$ cat src/rtl/wb_arbiter.sv
// wb_arbiter: serialises ALU (valid/ready) and load (always accepted) results
// into at most one one-hot register write per cycle; loads win, ALU overflow waits in a one-entry buffer.
module wb_arbiter #(
    parameter int WIDTH    = 16,
    parameter int NREGS    = 16,
    parameter int AW       = 4,
    parameter bit ZERO_REG = 1'b0
) (
    input  logic             clk,
    input  logic             reset,
    input  logic             i_alu_valid,
    output logic             o_alu_ready,
    input  logic [AW-1:0]    i_alu_dest,
    input  logic [WIDTH-1:0] i_alu_data,
    input  logic             i_mem_valid,
    input  logic [AW-1:0]    i_mem_dest,
    input  logic [WIDTH-1:0] i_mem_data,
    output logic [NREGS-1:0] o_reg_en,
    output logic [WIDTH-1:0] o_reg_data,
    output logic             o_hold_full,
    output logic [15:0]      o_wr_count
);
    typedef enum logic {EMPTY, HELD} state_t;
    state_t           r_state;
    logic [AW-1:0]    r_hold_dest;
    logic [WIDTH-1:0] r_hold_data;
    logic [NREGS-1:0] r_reg_en;
    logic [WIDTH-1:0] r_reg_data;
    logic [15:0]      r_wr_count;
    logic             w_alu_xfer;
    logic             w_issue;
    logic             w_commit;
    logic [AW-1:0]    w_dest;
    logic [WIDTH-1:0] w_data;
    logic [NREGS-1:0] w_onehot;

    assign o_alu_ready = (r_state == EMPTY) && !reset;
    assign w_alu_xfer  = i_alu_valid && o_alu_ready;
    assign o_hold_full = (r_state == HELD);
    assign o_reg_en    = r_reg_en;
    assign o_reg_data  = r_reg_data;
    assign o_wr_count  = r_wr_count;

    // Priority: load > held entry > live ALU transfer
    always_comb begin
        w_issue  = i_mem_valid || (r_state == HELD) || w_alu_xfer;
        w_dest   = i_mem_valid ? i_mem_dest : (r_state == HELD) ? r_hold_dest : i_alu_dest;
        w_data   = i_mem_valid ? i_mem_data : (r_state == HELD) ? r_hold_data : i_alu_data;
        w_commit = w_issue && (int'(w_dest) < NREGS) && !(ZERO_REG && w_dest == '0);
        w_onehot = NREGS'(1) << w_dest;
    end

    always_ff @(posedge clk) begin
        if (reset) begin
            r_state     <= EMPTY;
            r_hold_dest <= '0;
            r_hold_data <= '0;
            r_reg_en    <= '0;
            r_reg_data  <= '0;
            r_wr_count  <= '0;
        end else begin
            r_state <= (i_mem_valid && ((r_state == HELD) || w_alu_xfer)) ? HELD : EMPTY;
            if (i_mem_valid && w_alu_xfer) begin
                r_hold_dest <= i_alu_dest;
                r_hold_data <= i_alu_data;
            end
            r_reg_en <= w_commit ? w_onehot : '0;
            if (w_issue)
                r_reg_data <= w_data;
            if (w_commit)
                r_wr_count <= r_wr_count + 16'd1;
        end
    end
endmodule

$ cat config.mk
export PLATFORM = sky130hd
export DESIGN_NAME = wb_arbiter
export DESIGN_NICKNAME = d
export VERILOG_FILES = /design/src/rtl/wb_arbiter.sv
export SDC_FILE = /design/constraint.sdc
export NUM_CORES = 1
export LEC_CHECK = 0
export ABC_AREA = 1
export BUFFER_PORTS_ARGS = -buffer_cell sky130_fd_sc_hd__buf_2
export CAP_MARGIN = 20
export CORE_ASPECT_RATIO = 1.5
export CORE_UTILIZATION = 30
export CTS_CLUSTER_SIZE = 12
export DETAILED_ROUTE_END_ITERATION = 12
export HOLD_SLACK_MARGIN = 0.12
export PLACE_DENSITY_LB_ADDON = 0.05
export SLEW_MARGIN = 20
export SYNTH_ARGS = -nofsm -noshare
export SYNTH_HDL_FRONTEND = slang
export SYNTH_SLANG_ARGS = --single-unit
$ cat constraint.sdc
create_clock -name clk -period 4.05 [get_ports clk]
set_input_delay 0 -clock clk [delete_from_list [all_inputs] [get_ports clk]]
set_output_delay 0 -clock clk [all_outputs]
set_load 0.02 [all_outputs]
Yosys cells after proc, flatten, opt, wreduce, memory -nomap -nowiden
Cells that the tools add are included.
{ "word_totals": {"word_cells": 24, "in_bits": 44, "ff_bits": 69, "output_inout_bits": 50} }
{ "classes": {"n_addsub": 1, "mux": 5, "bitwise": 2, "reduce_logical": 9, "shift": 1} }
{ "ops": {"columns": ["op", "count"], "rows": [
  ["$mux 16", 2],
  ["$add 16x1->16 const B", 1],
  ["$shl 1x4->16 const A", 1],
  ["$mux 4", 2],
  ["$logic_and 1x1->1", 4],
  ["$logic_or 1x1->1", 3],
  ["$not 1->1", 2],
  ["$reduce_or 2->1", 1],
  ["$logic_not 1->1", 1],
  ["$mux 1", 1]
]} }

Longest topological paths before layout
Gate-level depths: netlist of run 1.
{ "depth": {"word_depth": 6, "depth_mapped": 10, "depth_no_buf": 8} }

Least setup slack after synthesis of run 1
OpenSTA, ideal clock, no wires.
{ "synth_path": {"path_type": "reg-to-reg", "from": "reg r_wr_count[0] (netlist: o_wr_count[0])", "to": "reg r_wr_count[10] (netlist: o_wr_count[10])", "stages_incl_launch_ff": 7, "t_required_ns": 3.934, "arrival_ns": 1.377, "period_less_slack_ns": 1.493, "setup_ns": 0.116, "setup_slack_ns": 2.557, "path_buffers": 0, "cell_sequence": "dfxtp_1 ha_1 nand3_1 nor2_1 nand2_1 o21ai_0 nor2_1"} }
{ "synth_via": {"elab_chain_cells": 1} }
{ "synth_lines": {"columns": ["element", "line_no", "text"], "rows": [
  ["from (decl)", "29", "logic [15:0] r_wr_count;"],
  ["from (signal assigned)", "71", "r_wr_count <= r_wr_count + 16'd1;"],
  ["$add 16x1->16", "71", null]
]} }
No other way between the ends.
A chain may end at the register's enable or synchronous reset.

Worst setup path after layout of run 1
{ "layout_path": {"from": "reg r_state (netlist: o_hold_full)", "to": "reg r_reg_en[11] (netlist: o_reg_en[11])"} }
{ "layout_via": {"elab_chain_cells": 6, "word_cells_on_any_way": 10, "cone_classes": "1 x shift; 2 x mux; 2 x bitwise; 5 x reduce/logical"} }
{ "layout_lines": {"columns": ["element", "line_no", "text"], "rows": [
  ["from (decl)", "24", "state_t r_state;"],
  ["from (signal assigned)", "62", "r_state <= (i_mem_valid && ((r_state == HELD) || w_alu_xfer)) ? HELD : EMPTY;"],
  ["$not 1->1", "37", "assign o_alu_ready = (r_state == EMPTY) && !reset;"],
  ["$logic_and 1x1->1", "37", null],
  ["$logic_and 1x1->1", "38", "assign w_alu_xfer = i_alu_valid && o_alu_ready;"],
  ["$logic_or 1x1->1", "46", "w_issue = i_mem_valid || (r_state == HELD) || w_alu_xfer;"],
  ["$not 1->1 (no source line)", null, null],
  ["$reduce_or 2->1 (no source line)", null, null],
  ["to (signal assigned)", "67", "r_reg_en <= w_commit ? w_onehot : '0;"],
  ["to (decl)", "27", "logic [NREGS-1:0] r_reg_en;"]
]} }
Several ways; a longest one is shown, not always the timed one.

==> run summary, run 1 <==
status - finished, violations left
failing checks - DRC
synthesized net count - 475
Avg WL per Cell - 12.4 um
final-report max-slew violation count - 0
Synth warnings - 0
Commonest cells post-synth - nand2_1, o21ai_0, nor2_1, dfxtp_1, inv_1
clk_skew - 6.59 ps
Vias/cell - 4.53
reg2reg start - o_hold_full$_SDFF_PP0_
Post-Syn Instances - 430
hpwl dp - 5820 um
initial antenna violation count - 0
HP Start - i_mem_dest[3]
final instance area - 4260 um2
leakage - 1.92 nW
Util after Layout - 0.435
Worst VDD drop - 0.181 mV
total track usage - 0.167
Initial Utilization - 0.311
Worst Setup End Kind - register
Max-slew headroom - 0.664
Rows - 44
CP startpoint - o_hold_full$_SDFF_PP0_
postcts setup bufs - 0
die width - 84.3 um
Buf/Inv on CP - 2
GR Overflow Total - 0
Power Dens Cells - 401 nW/um2
WP depth - 8
Post-CTS Resized - 0
final worst-path cycle share - 0.466
pin count of the biggest net entering global routing - 41
Overall Power - 1.71 mW
Worst setup SP type - register
EDFF count, synth - 0
CP max-delay cell - dlygate4sd3_1
final setup TNS - 0 ps
Synth async-reset ratio - 0
Cell Area, Synth - 3050 um2
CTS H-tree lvls - 3
CP cell instances - buf_4 > nand2_1 > nand3_1 > o21ai_2 > nor2_1 > nand2_1 > dlygate4sd3_1 > nor2_1
# DRC - 14
vias post-DR - 3,064
CTS Root Buffer Type - clkbuf_16
most area-consuming cells after synthesis - dfxtp_1, o21ai_0, nand2_1
min Tclk post-route - 1890 ps
final hold slack - 222 ps
Die ar. - 10,600 um2
gpl congestion - 0.771
Post-CTS Hold Buffers - 42
syn_area_per_cell - 7.09 um2
Max FO, Critical Path - 38
post-synth top area share - 0.453
Post-Place Cell Area - 3550 um2
crit path to - o_reg_en[11]$_SDFF_PP0_
CP top delay family - buffers and inverters
vias in the first global route - 2,869
post-synthesis register bit count - 69
most common flop cell mapped by yosys - dfxtp_1
CTS max path bufs - 2
first-pass GRT wire length - 13,700 um
DRT iter0 DRCs - 121
worst-margin pin slew - 503 ps
clk_lat worst skew - 330 ps
crit path DAT - 2150 ps
Final nets - 602
post-route ant nets - 0
max-cap violations - 0
RSZ-0062 raised after global routing - false
Min-Delay Path Class - in2reg
# diodes - 0
Synth cell types - 25
Boundary Pins - 94
Clock Sinks - 69
reg-to-reg endpoint - o_reg_en[11]$_SDFF_PP0_
die height - 125 um
crit-path max cell delay - 560 ps
CTS tree - done
drt first pass iters - 8
area grow syn2layout - 39.7%
f_max - 529 MHz
setup slack, reg-to-reg - 2160 ps
Final Hold Viols - 0
final setup vio count - 0
critical path class - reg2reg
Yosys top cell by area - dfxtp_1
clock slew at reported path FFs - 50 ps
Filler cells - 1,056
drt total wl - 8400 um
most instantiated library cell after synthesis - nand2_1
share of cells above drive strength 1 - 0.217
worst endpoint required time - 4310 ps
reg2reg path depth - 8
register area share after synthesis - 0.453
Core Region - 9800 um2
CTS Buf Count - 9
I/O Buffers - 93
## cells by family (layout without fill, tap and decap cells)
logic type | after synthesis | count (layout) | synth area share
adder cells (fa/ha/maj) | 1 | 1 | 0.00410
flip-flops | 69 | 69 | 0.453
AO/OA/AOI/OAI | 108 | 108 | 0.192
AND/OR/NAND/NOR | 183 | 183 | 0.248
buffers and inverters | 68 | 200 | 0.0993
XOR/XNOR | 1 | 1 | 0.00287
## worst min-delay path, stage by stage
cell       delay, ps
buf_2             80
inv_1             60
o2111ai_4        310
nor2_1            50
## metal layers
metal	vias up	part of all wire	track usage
met5	-	0	0
met4	0	0.019	0.0791
met3	11	0.048	0.0350
met2	73	0.52	0.299
met1	1345	0.41	0.187
li1	1635	-	-
## through the flow
| step | worst slack, ps | instances |
|---|---|---|
| 2_1_floorplan | 2560 | 430 |
| 3_3_place_gp | 2350 | 619 |
| 3_5_place_dp | 2300 | 619 |
| 4_1_cts | 2150 | 677 |
| 5_1_grt | 2020 | 677 |
| 6_report | 2160 | 677 |
## sequential cells by signal (all words and copies together) (netlist names)
signal,count
o_hold_full,1
o_reg_data,16
o_reg_en,16
o_wr_count,16
r_hold_data,16
r_hold_dest,4
## cell usage in the layout (no fill, tap or decap), types with 9 or more instances in the layout
cell type	synthesis	final
buf_2	4	93
nand2_1	79	79
o21ai_0	74	74
nor2_1	71	71
dfxtp_1	69	69
inv_1	44	44
dlygate4sd3_1	0	42
a21oi_1	28	28
nand3_1	23	23
clkbuf_16	0	9
## layout make-up
class / instances / area (um2) / share of cell area
clock buffer: 12 / 256 / 0.0602
multi-input combinational: 293 / 1370 / 0.321
inverter: 46 / 173 / 0.0405
tap: 115 / 144 / 0.0338
clock inverter: 4 / 31.3 / 0.00734
sequential: 69 / 1380 / 0.324
timing repair buffer: 138 / 908 / 0.213
## worst min-delay path by stage
stage	slack, ps	endpoint	cells past startpoint
2_1_floorplan	50	o_alu_ready	1
3_3_place_gp	290	r_hold_data[15]$_SDFFE_PP0P_	3
3_5_place_dp	300	o_wr_count[14]$_SDFFE_PP0P_	2
4_1_cts	220	o_reg_en[3]$_SDFF_PP0_	4
5_1_grt	260	o_reg_en[5]$_SDFF_PP0_	4
6_report	220	o_reg_en[3]$_SDFF_PP0_	4
## power breakdown
| group | switching (mW) | internal (mW) |
|---|---|---|
| clock network | 0.298 | 0.450 |
| registers | 0.0143 | 0.710 |
| logic | 0.139 | 0.0949 |
Power figures use the tool's default switching activity.
==> inputs of run 2 (changes only) <==
Settings changed: ABC_AREA 1 to 0.
Clock period 4.05 ns to 1.6 ns, I/O delays scaled along.
==> run 2 against run 1 <==
Against the previous run:
- clock power grew to 2.6 times the previous value
- worst hold slack lost 86 ps
- critical endpoint is now o_wr_count[14]$_SDFFE_PP0P_
- the flow still finishes with violations (DRC)
- first-iteration DRC count shrank 12%
- sequential cell count is the same
==> run summary, run 2 <==
pin count of the biggest net entering global routing - 37
Psw - 1.09 mW
Synth async-reset ratio - 0
Util after Layout - 0.457
postcts setup bufs - 0
Yosys top cell by area - dfxtp_1
final hold slack - 136 ps
area grow syn2layout - 47.7%
combinational share of power - 0.139
CP top delay family - simple AND/OR/NAND/NOR gates
commonest non-fill, non-tap cell in the layout - buf_2
total track usage - 0.170
Buf/Inv on CP - 0
switching power share of the total - 0.249
die height - 125 um
min Tclk post-route - 1530 ps
Int Power - 3.28 mW
CTS max path bufs - 2
f_max - 654 MHz
CTS H-tree lvls - 3
met1 Track Usage GR - 0.189
Worst VDD drop - 0.508 mV
syn_area_per_cell - 8.67 um2
die width - 83.9 um
post-synth top area share - 0.458
Max-slew headroom - 0.726
Synth cell types - 39
met2 GRT Util - 0.303
Boundary Pins - 94
Filler cells - 995
drt total wl - 8240 um
final setup TNS - 0 ps
# DRC - 11
Clock Sinks - 69
drt first pass iters - 8
most area-consuming cells after synthesis - dfxtp_1, mux2i_1, nand2_1
Initial Utilization - 0.310
I/O Buffers - 93
max-cap violations - 0
Die ar. - 10,500 um2
hpwl dp - 5620 um
gpl congestion - 0.723
vias post-DR - 2,862
CP max-delay cell - a2111oi_4
clk_skew - 8.02 ps
CTS Root Buffer Type - clkbuf_16
Core Region - 9740 um2
synthesized net count - 393
final setup vio count - 0
Rows - 44
crit-path max cell delay - 370 ps
Worst Setup End Kind - register
Vias/cell - 4.70
failing checks - DRC
clock slew at reported path FFs - 60 ps
critical path class - reg2reg
Min-Delay Path Class - in2reg
EDFF count, synth - 0
Final Hold Viols - 0
most frequent cells in the layout - buf_2, nand2_1, dfxtp_1, nor2_1
Power Dens Cells - 980 nW/um2
Avg WL per Cell - 13.5 um
Cell Area, Synth - 3020 um2
pre-CTS WS - 40.0 ps
post-synthesis register bit count - 69
Synth warnings - 0
worst-margin pin slew - 411 ps
CTS tree - done
most common flop cell mapped by yosys - dfxtp_1
GRT met3 Usage - 0.0285
register area share after synthesis - 0.458
Final nets - 534
share of cells above drive strength 1 - 0.314
RSZ-0062 raised after global routing - true
final worst-path cycle share - 0.956
initial antenna violation count - 0
Most Crowded Layer GR - met2
post-route ant nets - 0
status - finished, violations left
vias in the first global route - 2,823
Flop pwr share - 0.416
most instantiated library cell after synthesis - dfxtp_1
GR Overflow Total - 0
CTS Buf Count - 9
Worst setup SP type - register
Finished Layout Cells - 609
first-pass GRT wire length - 13,800 um
CP cell instances - nand4_4 > a2111oi_4 > and4_1 > mux2_4
Placed Cells - 556
final-report max-slew violation count - 0
clk_lat worst skew - 330 ps
Max FO, Critical Path - 3
DRT iter0 DRCs - 106
Worst Setup Slack, final - 70.5 ps
# diodes - 0
leakage - 1.91 nW
Clock power frac - 0.445
crit path DAT - 1750 ps
Post-Syn Instances - 348
worst endpoint required time - 1820 ps
Commonest cells post-synth - dfxtp_1, nand2_1, nor2_1, mux2i_1, a21oi_1
-- run 2: cell types whose count changed in the layout (fill, tap and decap cells not counted), sizes merged, moves of 9 or more --
cell | previous run | this run
nand3 | 23 | 7
o21ai | 77 | 20
nand2 | 81 | 68
buf | 96 | 115
mux2i | 0 | 37
nor2 | 73 | 50
inv | 47 | 3
xnor2 | 0 | 9
-- run 2: per-stage QoR --
step	area [um2]	power (mW)
2_1_floorplan	3060	2.19
3_3_place_gp	3760	2.40
3_5_place_dp	3760	2.40
4_1_cts	4430	4.45
5_1_grt	4460	4.58
6_report	4460	4.37
-- run 2: cell type report --
cell class	count	area, um2	area share
Multi-Input combinational cell	255	1560	0.350
Sequential cell	69	1410	0.315
Timing Repair Buffer	152	1040	0.233
Clock buffer	14	284	0.0637
Tap cell	115	144	0.0323
Clock inverter	2	13.8	0.00309
Inverter	2	10.0	0.00225
-- run 2: path summary, 6_finish.rpt --
kind                               start                     endpoint  slack [ps]  cells past startpoint
max           o_wr_count[5]$_SDFFE_PP0P_  o_wr_count[14]$_SDFFE_PP0P_          70                      4
min                        i_mem_dest[0]       o_reg_en[6]$_SDFF_PP0_         140                      5
max reg2reg   o_wr_count[5]$_SDFFE_PP0P_  o_wr_count[14]$_SDFFE_PP0P_          70                      4
min reg2reg  r_hold_dest[0]$_SDFFE_PP0P_  r_hold_dest[0]$_SDFFE_PP0P_         450                      2
-- run 2: logic make-up (layout without fill, tap and decap cells) --
| kind of cell | Yosys count | in the layout | synth area share |
|---|---|---|---|
| AO/OA/AOI/OAI | 60 | 60 | 0.124 |
| XOR/XNOR | 10 | 10 | 0.0290 |
| adder cells (fa/ha/maj) | 1 | 1 | 0.00415 |
| buffers and inverters | 24 | 170 | 0.0411 |
| flip-flops | 69 | 69 | 0.458 |
| multiplexers | 39 | 39 | 0.130 |
| AND/OR/NAND/NOR | 145 | 145 | 0.214 |
-- run 2: timing repair --
| action | CTS | global route |
|---|---|---|
| endpoints found under the hold margin | 37 | 0 |
| setup endpoints to repair | 0 | 2 |
| resized for setup | 0 | 6 |
| hold buffers | 37 | 0 |
-- run 2: routing by layer --
metal	vias to the layer above	wire [um]
met5	-	0
met4	0	200
met3	12	340
met2	69	4270
met1	1312	3430
li1	1469	-
-- run 2: worst reg2reg max path, cell delays in order (launching register included) --
cell,delay (ps)
dfxtp_4,360
nand4_4,120
a2111oi_4,370
and4_1,270
mux2_4,300
-- run 2: power groups by stage --
| stage | Combinational [mW] | Clock, mW | Sequential, mW |
|---|---|---|---|
| after CTS | 0.615 | 2.01 | 1.82 |
| after detailed placement | 0.545 | 0 | 1.86 |
| after floorplan | 0.273 | 0 | 1.92 |
| after global placement | 0.540 | 0 | 1.86 |
| final | 0.606 | 1.94 | 1.82 |
| after global routing | 0.672 | 2.08 | 1.83 |
==> inputs of run 3 (changes only) <==
Settings changed: CTS_BUF_LIST from default to sky130_fd_sc_hd__clkbuf_16.
==> run 3 against run 2 <==
Against the previous run:
- the flow still finishes with violations (DRC)
- global-route usage about the same
- critical path depth is the same
- worst hold slack improved by 0.71 ps
- fmax grew 0.32%
- final cell count stayed put
- first-iteration DRC count decreased by 4.7%
- register-to-register slack hardly changed
- clock power fell by 10%
- count of clock-buffer cells in the layout decreased by 5
- sequential cell count unchanged
==> run summary, run 3 (synthesis gave the netlist of run 2 again) <==
CTS max path bufs - 2
Worst setup SP type - register
Final nets - 534
Overall Power - 4.16 mW
Die ar. - 10,500 um2
Boundary Pins - 94
area grow syn2layout - 46.3%
status - finished, violations left
Power Dens Cells - 943 nW/um2
die height - 125 um
post-route ant nets - 0
CP top delay family - simple AND/OR/NAND/NOR gates
# DRC - 11
DRT iter0 DRCs - 101
max-cap violations - 0
final hold slack - 137 ps
Initial Utilization - 0.310
f_max - 656 MHz
initial antenna violation count - 0
total track usage - 0.170
min Tclk post-route - 1520 ps
Finished Layout Cells - 609
clk_lat worst skew - 330 ps
vias post-DR - 2,844
Clock Sinks - 69
pin count of the biggest net entering global routing - 37
critical path class - reg2reg
Core Region - 9740 um2
final-report max-slew violation count - 0
worst endpoint required time - 1820 ps
# diodes - 0
commonest non-fill, non-tap cell in the layout - buf_2
vias in the first global route - 2,820
Final Hold Viols - 0
Rows - 44
failing checks - DRC
Min-Delay Path Class - in2reg
crit path DAT - 1740 ps
clock slew at reported path FFs - 50 ps
Worst Setup Slack, final - 75.4 ps
Max-slew headroom - 0.726
CTS H-tree lvls - 3
gpl congestion - 0.723
CTS Buf Count - 9
Buf/Inv on CP - 0
crit-path max cell delay - 370 ps
Avg WL per Cell - 13.5 um
Vias/cell - 4.67
CP cell instances - nand4_4 > a2111oi_4 > and4_1 > mux2_4
Util after Layout - 0.453
final instance area - 4410 um2
hpwl dp - 5620 um
die width - 83.9 um
most frequent cells in the layout - buf_2, nand2_1, dfxtp_1, nor2_1
final setup vio count - 0
first-pass GRT wire length - 13,800 um
clk_skew - 5.22 ps
final setup TNS - 0 ps
share of cells above drive strength 1 - 0.304
worst-margin pin slew - 411 ps
CTS Root Buffer Type - clkbuf_16
Worst VDD drop - 0.508 mV
Max FO, Critical Path - 3
I/O Buffers - 93
GR Overflow Total - 0
CTS tree - done
final worst-path cycle share - 0.953
drt first pass iters - 8
Placed Cells - 556
CP max-delay cell - a2111oi_4
Post-Place Cell Area - 3760 um2
leakage - 1.89 nW
RSZ-0062 raised after global routing - true
drt total wl - 8220 um
pre-CTS WS - 40.0 ps
Worst Setup End Kind - register
==> run 3: tightest hold or removal path, delay by kind of cell <==
kind | cells | cell delay [ps]
and+or+nand+nor | 3 | 220
AOI/OAI and AO/OA | 1 | 110
buffers and inverters | 1 | 80
==> run 3: worst paths after layout <==
path | start | to | slack, ps | depth (start not counted)
worst max register to register | o_wr_count[5]$_SDFFE_PP0P_ | o_wr_count[14]$_SDFFE_PP0P_ | 80 | 4
worst max-delay path | o_wr_count[5]$_SDFFE_PP0P_ | o_wr_count[14]$_SDFFE_PP0P_ | 80 | 4
worst min-delay path | i_mem_dest[0] | o_reg_en[6]$_SDFF_PP0_ | 140 | 5
worst min register to register | r_hold_dest[1]$_SDFFE_PP0P_ | r_hold_dest[1]$_SDFFE_PP0P_ | 450 | 2
==> run 3: report_power, final <==
group          internal, mW  switching, mW  total [mW]
clock network          1.02          0.720        1.74
logic                 0.277          0.328       0.605
registers              1.78         0.0345        1.82
total                  3.08           1.08        4.16
==> run 3: final cells by class <==
type | count | area, um2
fill | 1002 | 5330
inverter | 2 | 10.0
sequential | 69 | 1410
multi-input combinational | 255 | 1560
clock inverter | 7 | 32.5
timing repair buffer | 152 | 1040
clock buffer | 9 | 225
tap | 115 | 144
==> run 3: timing repair <==
item / 4_1_cts / 5_1_grt
endpoints found under the setup margin: 0 / 2
hold endpoints to repair: 37 / 0
resized for setup: 0 / 5
hold buffers: 37 / 0
buffers inserted: 0 / 0
==> run 3: per-layer routing <==
layer  GRT usage  vias up  wire length [um]  share of wire
li1            -     1472                 -              -
met3      0.0384       11               346          0.042
met1       0.190     1296              3530           0.43
met2       0.301       65              4180           0.51
met4      0.0791        0               157          0.019
met5           0        -                 0              0
